## config.mk

```make
export PLATFORM = sky130hd
export DESIGN_NAME = mu0_run_monitor
export DESIGN_NICKNAME = d
export VERILOG_FILES = /design/src/rtl/mu0_run_monitor.sv
export SDC_FILE = /design/constraint.sdc
export NUM_CORES = 1
export LEC_CHECK = 0
export BUFFER_PORTS_ARGS = -buffer_cell sky130_fd_sc_hd__buf_2
export CAP_MARGIN = 0
export CORE_MARGIN = 1
export CORE_UTILIZATION = 46
export CTS_BUF_LIST = sky130_fd_sc_hd__clkbuf_4 sky130_fd_sc_hd__clkbuf_8 sky130_fd_sc_hd__clkbuf_16
export DETAILED_ROUTE_END_ITERATION = 8
export GPL_TIMING_DRIVEN = 0
export PLACE_DENSITY = 0.81
export REMOVE_ABC_BUFFERS = 1
export SYNTH_ARGS = -nofsm -noshare
export SYNTH_HDL_FRONTEND = slang
export SYNTH_SLANG_ARGS = --single-unit
```

## constraint.sdc

```tcl
create_clock -name Clk -period 3.31 [get_ports Clk]
set_clock_uncertainty 0.05 [all_clocks]
set_input_delay 0.662 -clock Clk [delete_from_list [all_inputs] [get_ports Clk]]
set_output_delay 0.662 -clock Clk [all_outputs]
set_load 0.01 [all_outputs]
```

## src/rtl/mu0_run_monitor.sv

```systemverilog
// mu0_run_monitor: run controller and bus monitor for the MU0 processor.
// Holds MU0 in reset for RST_CYCLES after Start, counts run cycles until
// Halted or the watchdog fires, and logs processor memory writes.
// Optional feature macro: MU0_WRLOG_EN builds the write-log FIFO; without it
// all Log_* outputs are tied to 0 and Log_Rd is ignored.
// Dbg_State exposes the controller state (0 IDLE, 1 RSTP, 2 RUN, 3 DONE).
// Log read handshake: Log_Valid high means Log_Addr/Log_Data hold the head
// entry; Log_Rd sampled high with Log_Valid high pops it at that edge, and
// Log_Rd while Log_Valid is low has no effect.
module mu0_run_monitor #(
    parameter int ADDR_W     = 12,
    parameter int DATA_W     = 16,
    parameter int RST_CYCLES = 2,
    parameter int TIMEOUT    = 1000,
    parameter int LOG_DEPTH  = 8
) (
    input  logic                         Clk,
    input  logic                         Reset,
    input  logic                         Start,
    output logic                         Cpu_Reset,
    input  logic                         Halted,
    input  logic                         Wr,
    input  logic [ADDR_W-1:0]            Addr,
    input  logic [DATA_W-1:0]            Dout,
    output logic                         Done,
    output logic                         Timed_out,
    output logic [31:0]                  Cycles,
    input  logic                         Log_Rd,
    output logic                         Log_Valid,
    output logic [ADDR_W-1:0]            Log_Addr,
    output logic [DATA_W-1:0]            Log_Data,
    output logic [$clog2(LOG_DEPTH):0]   Log_Count,
    output logic                         Log_Overflow,
    output logic [1:0]                   Dbg_State
);

    localparam logic [1:0] IDLE = 2'd0;
    localparam logic [1:0] RSTP = 2'd1;
    localparam logic [1:0] RUN  = 2'd2;
    localparam logic [1:0] DONE = 2'd3;

    localparam int RC_W   = $clog2(RST_CYCLES + 1);
    localparam int LOG_AW = $clog2(LOG_DEPTH);

    logic [1:0]      state;
    logic [RC_W-1:0] rst_cnt;
    logic [31:0]     cycles;
    logic [31:0]     cycles_inc;
    logic            timed_out;

    // Saturating run-cycle increment; the count never wraps.
    always_comb begin
        cycles_inc = cycles;
        if (cycles != 32'hFFFF_FFFF) begin
            cycles_inc = cycles + 32'd1;
        end
    end

    // Run control FSM; halt takes priority over the watchdog in the same cycle.
    always_ff @(posedge Clk) begin
        if (Reset) begin
            state     <= IDLE;
            rst_cnt   <= '0;
            cycles    <= '0;
            timed_out <= 1'b0;
        end else begin
            case (state)
                IDLE, DONE: begin
                    if (Start) begin
                        state     <= RSTP;
                        rst_cnt   <= '0;
                        cycles    <= '0;
                        timed_out <= 1'b0;
                    end
                end
                RSTP: begin
                    if (rst_cnt == RC_W'(RST_CYCLES - 1)) begin
                        state <= RUN;
                    end else begin
                        rst_cnt <= rst_cnt + RC_W'(1);
                    end
                end
                RUN: begin
                    cycles <= cycles_inc;
                    if (Halted) begin
                        state <= DONE;
                    end else if ((TIMEOUT != 0) && (cycles_inc == 32'(TIMEOUT))) begin
                        state     <= DONE;
                        timed_out <= 1'b1;
                    end
                end
                default: state <= IDLE;
            endcase
        end
    end

    assign Cpu_Reset = (state == IDLE) || (state == RSTP);
    assign Done      = (state == DONE);
    assign Timed_out = timed_out;
    assign Cycles    = cycles;
    assign Dbg_State = state;

`ifdef MU0_WRLOG_EN
    logic [ADDR_W-1:0] log_addr_mem [LOG_DEPTH];
    logic [DATA_W-1:0] log_data_mem [LOG_DEPTH];
    logic [LOG_AW-1:0] wr_ptr;
    logic [LOG_AW-1:0] rd_ptr;
    logic [LOG_AW:0]   count;
    logic              overflow;
    logic              start_accept;
    logic              run_wr;
    logic              full;
    logic              empty;
    logic              do_push;
    logic              do_pop;
    logic              drop;

    assign start_accept = Start && ((state == IDLE) || (state == DONE));
    assign run_wr       = Wr && (state == RUN);
    assign full         = (count == (LOG_AW + 1)'(LOG_DEPTH));
    assign empty        = (count == '0);
    assign do_pop       = Log_Rd && !empty;
    // A pop in the same cycle frees the slot, so a push into a full log succeeds.
    assign do_push      = run_wr && (!full || do_pop);
    assign drop         = run_wr && full && !do_pop;

    // Log pointers, occupancy and sticky overflow; a new run empties the log.
    always_ff @(posedge Clk) begin
        if (Reset || start_accept) begin
            wr_ptr   <= '0;
            rd_ptr   <= '0;
            count    <= '0;
            overflow <= 1'b0;
        end else begin
            if (do_push) begin
                wr_ptr <= wr_ptr + LOG_AW'(1);
            end
            if (do_pop) begin
                rd_ptr <= rd_ptr + LOG_AW'(1);
            end
            if (do_push && !do_pop) begin
                count <= count + (LOG_AW + 1)'(1);
            end else if (do_pop && !do_push) begin
                count <= count - (LOG_AW + 1)'(1);
            end
            if (drop) begin
                overflow <= 1'b1;
            end
        end
    end

    // Log storage; contents need no reset since count gates visibility.
    always_ff @(posedge Clk) begin
        if (do_push) begin
            log_addr_mem[wr_ptr] <= Addr;
            log_data_mem[wr_ptr] <= Dout;
        end
    end

    assign Log_Valid    = !empty;
    assign Log_Addr     = log_addr_mem[rd_ptr];
    assign Log_Data     = log_data_mem[rd_ptr];
    assign Log_Count    = count;
    assign Log_Overflow = overflow;
`else
    logic unused_log_inputs;

    assign unused_log_inputs = ^{Log_Rd, Wr, Addr, Dout};
    assign Log_Valid    = 1'b0;
    assign Log_Addr     = '0;
    assign Log_Data     = '0;
    assign Log_Count    = '0;
    assign Log_Overflow = 1'b0;
`endif

endmodule

```

# Word level (Yosys, flattened, before mapping)
# Cells that the tools add are included.
totals:
  wordCells: 42
  out_inout_bits: 71
  ff_bits: 37
op_classes:
  eq_ne: 12
  n_reduce_logical: 9
  addsub: 2
  muxes: 15
ops:
  columns: ["operator", "count"]
  rows:
  - ["32-bit 2-to-1 mux", 2]
  - ["32-bit one-hot mux with 2 select lines", 1]
  - ["32-bit by 1-bit adder with 32-bit output (second input constant)", 1]
  - ["32-bit by 10-bit == test with 1-bit output (second input constant)", 1]
  - ["32-bit inequality test (second input constant)", 1]
  - ["2-bit 2-to-1 mux", 6]
  - ["2-bit inequality test (second input constant)", 5]
  - ["2-bit one-hot mux with 3 select lines", 1]
  - ["3-bit AND reduction", 2]
  - ["2-bit by 1-bit == test with 1-bit output (second input constant)", 2]
  - ["2-bit == test (second input constant)", 2]
  - ["2-bit one-hot mux with 2 select lines", 1]
  - ["4-bit AND reduction", 1]
  - ["2-bit nonzero test", 2]
  - ["1-bit 2-to-1 mux", 3]
  - ["3-bit inequality test (second input constant)", 1]
  - ["2-bit by 1-bit adder with 2-bit output (second input constant)", 1]
  - ["2-bit zero test", 1]
  - ["1-bit one-hot mux with 2 select lines", 1]
  - ["2-bit AND reduction", 1]
  - ["2-bit OR reduction", 1]
  - ["1-bit logical OR", 1]

# Logic depth before layout (Yosys ltp)
# Gate-level depths: netlist of run 1.
logic_depth:
  depth_word: 6
  mapped_depth: 10
  ltp_nobuf: 9

# Least setup slack after synthesis of run 1
# OpenSTA, ideal clock, no wires.
synth_path:
  kind: "register to register"
  from: "reg cycles[0], in the netlist Cycles[0]"
  to: "reg state[1], in the netlist Dbg_State[1]"
  path_stages_with_launch: 11
  setup_ns: 0.143
  setup_slack_ns: -0.070
  arrival_time_ns: 3.187
  path_cell_list: "dfxtp_1 -> ha_1 -> nand3_1 -> or4_1 -> buf_2 -> o311ai_1 -> mux2_2 -> a2111oi_1 -> nand4_1 -> o311ai_2 -> o311ai_1"
synth_via:
  elab_chain_cells: 5
synth_lines:
  columns: ["item", "line", "rtl"]
  rows:
  - ["from (decl)", "47", "logic [31:0] cycles;"]
  - ["from (signal assigned)", "84", "cycles <= cycles_inc;"]
  - ["32-bit by 1-bit adder with 32-bit output / 32-bit inequality test (equally long branches)", "55, 54", null]
  - ["32-bit 2-to-1 mux *", "54", "if (cycles != 32'hFFFF_FFFF) begin"]
  - ["32-bit by 10-bit == test with 1-bit output *", "87", "end else if ((TIMEOUT != 0) && (cycles_inc == 32'(TIMEOUT))) begin"]
  - ["3-bit inequality test (no line) *", null, null]
  - ["3-bit AND reduction (no line) *", null, null]
  - ["to (signal assigned)", "86", "state <= DONE;"]
  - ["to (signal assigned)", "88", "state <= DONE;"]
  - ["to (signal assigned)", "92", "default: state <= IDLE;"]
  - ["to (decl)", "45", "logic [1:0] state;"]
# Every way passes the cells marked *; elsewhere a longest branch is shown, timed or not.
# A chain may end at the register's enable or synchronous reset.

# Final worst setup path of run 1
# Same ends and word-level chain as after synthesis.

==> results.json, run 1 <==
{
  "cts.sinks": 37,
  "cts_tree": "done",
  "grt_max_degree": 38,
  "path_clk_slew_ns": 0.08,
  "pre_cts_ws_ns": -0.810,
  "r2r-end": "Dbg_State[1]",
  "grt_pass1_vias": 2736,
  "gp_congestion": 0.906,
  "ys_async_sr_fraction": 0,
  "synth-main-ff-cell": "dfxtp_1",
  "crit_path_max_fanout": 8,
  "clock_path_buffers": 2,
  "drt_iter0_drc": 219,
  "die_h_um": 84.4,
  "finalSetupViolations": 0,
  "max_stage_delay_ns": 0.66,
  "dieArea_um2": 7120,
  "worstSetupStartpointType": "register",
  "hold_violations": 0,
  "drt_wl_total_um": 8630,
  "worstHoldStart": "Timed_out",
  "multi_input_area_um2": 2220,
  "outcome": "finished, violations left",
  "ys_warn_count": 0,
  "switching_share": 0.416,
  "drcViolationCount": 3,
  "syn_inst": 427,
  "leakage_nw": 1.31,
  "worstSetupEndpointType": "register",
  "num-fill-cells": 615,
  "seqCellArea_um2": 756,
  "ys_seq_area_frac": 0.237,
  "cts_max_level": 2,
  "arrival_ns": 3.26,
  "core_area_um2": 6460,
  "whs_ns": 0.418,
  "dp.final_hpwl_um": 6000,
  "crit_family": "simple AND/OR/NAND/NOR gates",
  "finalCritPeriodShare": 0.953,
  "via_per_inst": 6.33,
  "hold_depth": 2,
  "final_cell_count_no_fill": 528,
  "reg2reg_setup_slack_ns": 0.15,
  "ys_seq_elements": 37,
  "layout_setup_ws_ns": 0.155,
  "drtPass1Iterations": 7,
  "period_minus_slack_ns": 3.16,
  "r2r_cells": 9,
  "hold_end": "Timed_out",
  "clock-root-buffer": "clkbuf_8",
  "hold_buffers": 0,
  "synth_common_cells": "dfxtp_1 (37), nand2_1 (36), buf_4 (34)",
  "diodes": 0,
  "critical_path_class": "register to register",
  "drt-wirelength-per-cell_um": 16.3,
  "crit_chain": "ha_4, nand3_2, or4_4, o311ai_4, mux2_4, a2111oi_4, nand4_1, o311ai_2, o311ai_1",
  "drive_gt1_frac": 0.195,
  "grt_first_pass_wirelength_um": 13500,
  "maxCapViolations": 0,
  "tightest_slew_ns": 1.06,
  "setup_tns_ns": 0,
  "ir_drop_uv": 189,
  "crit_slowest_cell": "or4_4",
  "synth_edf_count": 0,
  "p_sw_uw": 603,
  "yosys.area.top_type_share": 0.237,
  "grt_use_total": 0.234,
  "worstSkewPairLatency_ns": 0.29,
  "overflow": 0,
  "total_power_mw": 1.45,
  "min_path_type": "register to register",
  "cts_made_buffers": 5,
  "die_x_um": 84.4,
  "slew_headroom": 0.290,
  "antenna_found_initial": 0,
  "power.share.combinational": 0.417,
  "synth.cell_area_um2": 3120,
  "cell_internal_pwr_uw": 847,
  "dp.cells": 514,
  "rows": 29,
  "yosysTopAreaCell": "dfxtp_1",
  "syn_to_final_growth_pct": 11.0,
  "path_buf_inv": 0,
  "ys_types": 63,
  "violations": "design-rule violations",
  "start_util": 0.484,
  "max_freq_ghz": 0.317,
  "powerDensity_nw_per_um2": 418,
  "reg2reg_from": "Cycles[0]",
  "pin_count": 105,
  "yosysMostFrequentCell": "dfxtp_1",
  "via_count": 3342,
  "nets": 491,
  "report.final.slew_viol_count": 0,
  "io_buffers": 40,
  "startpoint": "Cycles[0]",
  "seq_power_share": 0.346,
  "ant_nets": 0,
  "p_clk_frac": 0.237,
  "synth_area_leaders": "dfxtp_1 (24%), buf_4 (8.2%), a21oi_1 (5.3%), nand2_1 (4.3%), o21ai_0 (4.0%)",
  "required_ns": 3.41,
  "syn_avg_cell_area_um2": 7.31
}
worst max-delay path by stage:
stage                   endpoint  slack, ns  cells after the start
finish              Dbg_State[1]       0.15                      9
global route        Dbg_State[1]      -0.01                      8
CTS                 Dbg_State[1]      0.003                      9
detailed placement  Dbg_State[1]      -0.81                      9
global placement    Dbg_State[1]      -0.73                      9
floorplan           Dbg_State[1]      -0.18                      9
area by class of cell:
| cell class | instances | share of cell area |
|---|---|---|
| inverters | 9 | 0.00974 |
| flip-flops and latches | 37 | 0.218 |
| repair buffers | 47 | 0.0787 |
| well taps | 77 | 0.0278 |
| multi-input cells | 350 | 0.639 |
| clock buffers | 8 | 0.0263 |
registers in the layout, indices dropped and copies added (netlist names):
| name | flops |
|---|---|
| rst_cnt | 2 |
| Cycles | 32 |
| Timed_out | 1 |
| Dbg_State | 2 |
worst reg2reg max path: stages (launching register included):
cell and delay, ns:
dfxtp_4 0.41, ha_4 0.19, nand3_2 0.16, or4_4 0.66, o311ai_4 0.34, mux2_4 0.36
a2111oi_4 0.22, nand4_1 0.20, o311ai_2 0.30, o311ai_1 0.13
logic make-up after synthesis:
| group | count (synthesis) | synth area share |
|---|---|---|
| buffers and inverters | 73 | 0.134 |
| DFF | 37 | 0.237 |
| other | 1 | 0.00120 |
| AOI/OAI and AO/OA | 116 | 0.244 |
| adders and majority gates | 7 | 0.0280 |
| and+or+nand+nor | 175 | 0.302 |
| xor gates and xnor gates | 12 | 0.0337 |
| muxes | 6 | 0.0200 |
layer usage:
metal  global-route usage  part of all wire
met4               0.0770             0.030
met1                0.306              0.43
met2                0.385              0.46
met5                    0                 0
met3               0.0482             0.081
power groups by stage:
stage / Clock (mW) / Combinational [mW] / Sequential (mW)
global route: 0.365 / 0.661 / 0.505
detailed placement: 0 / 0.591 / 0.510
CTS: 0.351 / 0.595 / 0.500
floorplan: 0 / 0.393 / 0.513
finish: 0.344 / 0.604 / 0.502
global placement: 0 / 0.536 / 0.509
through the flow:
stage,util,instance area (um^2)
3_3_place_gp,0.489,3160
5_1_grt,0.537,3470
3_5_place_dp,0.495,3190
2_1_floorplan,-,2860
6_report,0.537,3470
4_1_cts,0.523,3380
what timing repair did:
item                                    4_1_cts  5_1_grt
cloned                                        0        0
gates resized for setup                      12       17
pin swaps                                     2        4
buffers inserted                              3        3
endpoints found under the setup margin       15        3
cells in the final DEF, fill, tap and decap left out, drive strengths merged, types with 5 or more instances in the layout:
cell type	netlist	final
nand2	36	36
inv	9	9
o21ai	26	26
ha	7	7
and4	5	5
nand4	13	13
or4	5	5
clkbuf	18	8
a21oi	33	33
nor4	10	10
o21a	5	5
nor2	31	31
nand3	16	16
xnor2	8	8
dfxtp	37	37
a311oi	8	8
a31oi	10	10
nor3	26	26
conb	1	34
buf	46	47
and3	11	11
Power figures use the tool's default switching activity.
==> run 2: changes to the inputs <==
Settings changed: CORE_UTILIZATION 46 to 55, PLACE_DENSITY 0.81 to 0.94.
Clock period 3.31 ns to 3.99 ns, I/O delays scaled along.
==> results.json, run 2 (synthesized netlist as in run 1, its figures left out) <==
{
  "via_count": 3333,
  "hold_violations": 0,
  "outcome": "complete, no violations",
  "pre_cts_ws_ns": 0.138,
  "diodes": 0,
  "overflow": 0,
  "dp.final_hpwl_um": 6040,
  "design_area_um2": 3320,
  "grt_use_total": 0.276,
  "cts_setup_buffers": 0,
  "tightest_slew_ns": 1.05,
  "drive_gt1_frac": 0.150,
  "reg2reg_from": "Cycles[0]",
  "crit_top_cell": "o311ai_2",
  "grt_first_pass_wirelength_um": 13400,
  "worstSetupStartpointType": "register",
  "report.final.slew_viol_count": 0,
  "die_h_um": 77.4,
  "post_cts_resized": 0,
  "worstHoldStart": "Timed_out",
  "drt_wl_total_um": 8430,
  "antenna_found_initial": 0,
  "syn_to_final_growth_pct": 6.17,
  "reg2reg_setup_slack_ns": 0.22,
  "max_freq_ghz": 0.265,
  "finalSetupViolations": 0,
  "finalCritPeriodShare": 0.944,
  "grt_max_degree": 38,
  "slew_headroom": 0.300,
  "cts_made_buffers": 5,
  "powerDensity_nw_per_um2": 365,
  "cts_tree": "done",
  "maxCapViolations": 0,
  "gp_congestion": 0.949,
  "clock-root-buffer": "clkbuf_8",
  "max_stage_delay_ns": 0.66,
  "dpl_cell_area_um2": 3190,
  "drt-wirelength-per-cell_um": 16.3,
  "worstSetupEndpointType": "register",
  "arrival_ns": 3.87,
  "crit_path_max_fanout": 8,
  "crit_chain": "ha_1, nand3_1, or4_4, o311ai_2, mux2_2, a2111oi_1, nand4_1, o311ai_2, o311ai_1",
  "leakage_nw": 1.25,
  "final_cell_mix": "buf_2 (40), dfxtp_1 (37), nand2_1 (36)",
  "critical_path_class": "register to register",
  "die_x_um": 77.4,
  "r2r-end": "Dbg_State[1]",
  "drtPass1Iterations": 5,
  "io_buffers": 40,
  "ir_drop_uv": 465,
  "clock_path_buffers": 2,
  "hold_end": "Timed_out",
  "core_area_um2": 5470,
  "pin_count": 105,
  "path_clk_slew_ns": 0.08,
  "start_util": 0.571,
  "drcViolationCount": 0,
  "setup_tns_ns": 0,
  "mostFrequentLayoutCell": "buf_2",
  "via_per_inst": 6.43,
  "rsz0062_at_grt": "false",
  "cts_max_level": 2,
  "period_minus_slack_ns": 3.77,
  "worstSkewPairLatency_ns": 0.30,
  "grt_pass1_vias": 2854,
  "layout_setup_ws_ns": 0.223,
  "rows": 27,
  "ant_nets": 0,
  "crit_slowest_cell": "or4_4",
  "whs_ns": 0.434,
  "min_path_type": "register to register",
  "required_ns": 4.09,
  "drt_iter0_drc": 398,
  "largest_register_ffs": 32,
  "hold_buffers": 0,
  "nets": 486,
  "cts.sinks": 37,
  "r2r_cells": 9,
  "dieArea_um2": 5980,
  "hold_depth": 2
}
## run 2: cell count changes in the layout (fill, tap and decap cells not counted), moves of 2 or more
cell,before,now
clkbuf_4,3,0
dfxtp_4,2,0
nand3_1,14,16
buf_4,6,0
dfxtp_2,6,0
nand3_2,2,0
dfxtp_1,29,37
clkbuf_8,5,7
## run 2: cell type report
| class | count | area [um^2] |
|---|---|---|
| Timing Repair Buffer | 42 | 226 |
| Tap cell | 72 | 90.1 |
| Fill cell | 534 | 2160 |
| Sequential cell | 37 | 741 |
| Clock buffer | 7 | 96.3 |
| Clock inverter | 1 | 5.00 |
| Inverter | 9 | 33.8 |
| Multi-Input combinational cell | 350 | 2120 |
## run 2: worst max-delay path by stage
stage                        end  slack, ns       from  cells past startpoint
floorplan           Dbg_State[1]       0.50  Cycles[0]                      9
global placement    Dbg_State[1]      -0.14  Cycles[0]                      9
detailed placement  Dbg_State[1]       0.14  Cycles[0]                      9
CTS                 Dbg_State[1]        0.1  Cycles[0]                      9
global route        Dbg_State[1]       0.01  Cycles[0]                      9
finish              Dbg_State[1]       0.22  Cycles[0]                      9
## run 2: power by group
part | internal [mW] | switching [mW] | total [mW]
Combinational | 0.165 | 0.332 | 0.497
Clock | 0.156 | 0.144 | 0.300
Sequential | 0.389 | 0.0252 | 0.415
## run 2: per-stage QoR
stage	total power [mW]	utilization	cells
finish	1.21	0.606	518
global route	1.28	0.606	518
CTS	1.20	0.601	518
detailed placement	0.906	0.583	510
global placement	0.862	0.576	508
floorplan	0.752	-	396
## run 2: per-layer routing
| layer | track usage | part of all wire | vias to the layer above |
|---|---|---|---|
| met4 | 0.0868 | 0.018 | 0 |
| met5 | 0 | 0 | - |
| met1 | 0.355 | 0.42 | 1568 |
| met3 | 0.0482 | 0.091 | 16 |
| met2 | 0.465 | 0.47 | 179 |
| li1 | - | - | 1570 |
## run 2: worst max-delay path, delay by kind of cell, from the launching register on
kind / cells / cell delay, ns
muxes: 1 / 0.40
and+or+nand+nor: 3 / 1.12
DFF: 1 / 0.48
AOI/OAI and AO/OA: 4 / 1.24
adders and majority gates: 1 / 0.32
==> run 3: changes to the inputs <==
Settings changed: ABC_AREA from default to 1, CELL_PAD_IN_SITES_DETAIL_PLACEMENT from default to 0, CELL_PAD_IN_SITES_GLOBAL_PLACEMENT from default to 1, CORE_UTILIZATION 55 to 36.
==> results.json, run 3 <==
{
  "yosysMostFrequentCell": "nand2_1",
  "drt_iter0_drc": 177,
  "hold_violations": 0,
  "synth_common_cells": "nand2_1 (186), nor2_1 (70), nand3_1 (39)",
  "worstSetupEndpointType": "register",
  "cts.sinks": 37,
  "io_buffers": 40,
  "total_power_mw": 1.11,
  "dieArea_um2": 8770,
  "hold_end": "Timed_out",
  "largest_register_ffs": 32,
  "yosys.area.top_type_share": 0.245,
  "ys_async_sr_fraction": 0,
  "cts_max_level": 2,
  "synth.cell_area_um2": 3030,
  "layout_setup_ws_ns": 1.10,
  "drtPass1Iterations": 7,
  "mostFrequentLayoutCell": "nand2_1",
  "ys_seq_elements": 37,
  "ant_nets": 0,
  "die_h_um": 93.7,
  "finalSetupViolations": 0,
  "finalCritPeriodShare": 0.723,
  "grt_max_degree": 35,
  "tightest_slew_ns": 0.927,
  "crit_path_max_fanout": 28,
  "min_path_type": "register to register",
  "grt_first_pass_wirelength_um": 12700,
  "synth_edf_count": 0,
  "ir_drop_uv": 180,
  "dp.final_hpwl_um": 5950,
  "cts_made_buffers": 5,
  "die_x_um": 93.7,
  "rows": 33,
  "drt_wl_total_um": 7690,
  "worstSetupStartpointType": "register",
  "cts_tree": "done",
  "slew_headroom": 0.381,
  "drive_gt1_frac": 0.129,
  "dp.cells": 649,
  "grt_use_total": 0.183,
  "maxCapViolations": 0,
  "fin_util": 0.404,
  "path_buf_inv": 1,
  "worstHoldStart": "Timed_out",
  "crit_chain": "ha_1, inv_2, nor2_4, nand2_4, nor2_8, nand2_4, nand2_1, nand2_1, nor2_1, nand3_1, nor2_1, nand3_2, nand3_2, nand3_1, nand2_1, nor2_1",
  "pre_cts_ws_ns": 1.11,
  "ys_seq_area_frac": 0.245,
  "synth_area_leaders": "dfxtp_1 (24%), nand2_1 (23%), nor2_1 (8.7%), buf_4 (8.4%), nand3_1 (6.5%)",
  "setup_tns_ns": 0,
  "drcViolationCount": 2,
  "worstSkewPairLatency_ns": 0.30,
  "post_cts_resized": 0,
  "diodes": 0,
  "report.final.slew_viol_count": 0,
  "final_cell_mix": "nand2_1 (186), nor2_1 (70), buf_2 (40)",
  "nets": 592,
  "violations": "design-rule violations",
  "critical_path_class": "register to register",
  "synth-main-ff-cell": "dfxtp_1",
  "powerDensity_nw_per_um2": 336,
  "dpl_cell_area_um2": 3170,
  "arrival_ns": 3.04,
  "r2r_cells": 16,
  "overflow": 0,
  "whs_ns": 0.410,
  "outcome": "finished, violations left",
  "grt_pass1_vias": 2723,
  "max_freq_ghz": 0.347,
  "period_minus_slack_ns": 2.89,
  "via_per_inst": 4.75,
  "via_count": 3121,
  "crit_family": "simple AND/OR/NAND/NOR gates",
  "syn_inst": 517,
  "cts_setup_buffers": 0,
  "reg2reg_from": "Cycles[0]",
  "reg2reg_setup_slack_ns": 1.10,
  "drt-wirelength-per-cell_um": 11.7,
  "rsz0062_at_grt": "false",
  "crit_slowest_cell": "dfxtp_1",
  "clock_path_buffers": 2,
  "core_area_um2": 8180,
  "final_cell_count_no_fill": 657,
  "gp_congestion": 0.944,
  "r2r-end": "Dbg_State[1]",
  "antenna_found_initial": 0,
  "ys_warn_count": 0,
  "ys_types": 30,
  "hold_buffers": 0,
  "clock-root-buffer": "clkbuf_8",
  "pin_count": 105,
  "hold_depth": 2,
  "required_ns": 4.14,
  "leakage_nw": 1.41,
  "design_area_um2": 3300,
  "path_clk_slew_ns": 0.08,
  "yosysTopAreaCell": "dfxtp_1",
  "start_util": 0.370,
  "max_stage_delay_ns": 0.50,
  "syn_to_final_growth_pct": 9.06,
  "syn_avg_cell_area_um2": 5.85
}
[run 3: cell families (layout without fill, tap and decap cells)]
family	count (synthesis)	after routing	synth area share
flip-flops	37	37	0.245
buffers and inverters	88	90	0.156
XOR/XNOR	5	5	0.0145
other	1	34	0.00124
AO/OA/AOI/OAI	51	51	0.0860
adder cells (fa/ha/maj)	7	7	0.0289
AND/OR/NAND/NOR	328	328	0.468
[run 3: worst max path at each step]
stage / from / end / cells past startpoint
floorplan: Cycles[0] / Dbg_State[0] / 16
global placement: Cycles[0] / Dbg_State[1] / 16
detailed placement: Cycles[0] / Dbg_State[1] / 16
CTS: Cycles[0] / Dbg_State[1] / 16
global route: Cycles[0] / Dbg_State[1] / 16
finish: Cycles[0] / Dbg_State[1] / 16
[run 3: where the power goes]
part / switching, mW / internal, mW / leakage [nW] / total, mW
clock: 0.148 / 0.248 / 0.0681 / 0.396
sequential: 0.0230 / 0.390 / 0.299 / 0.413
combinational: 0.213 / 0.0849 / 1.04 / 0.298
[run 3: area by class of cell]
type                    instances  area, um^2
multi-input cells             425        1940
inverters                      42         158
clock inverters                 3        65.1
flip-flops and latches         37         741
repair buffers                 40         200
clock buffers                   5        68.8
well taps                     105         131
fillers                       927        4880
[run 3: metal layers]
layer,routed length [um],track usage,part of all wire,vias to the layer above
li1,-,-,-,1627
met1,3620,0.235,0.47,1408
met2,3480,0.301,0.45,71
met3,355,0.0307,0.046,15
met4,227,0.0769,0.030,0
met5,0,0,0,-
[run 3: worst min-delay path, cell delays in order (launching register included)]
cell and delay [ns]:
dfxtp_1 0.32, inv_1 0.05, a21oi_1 0.05
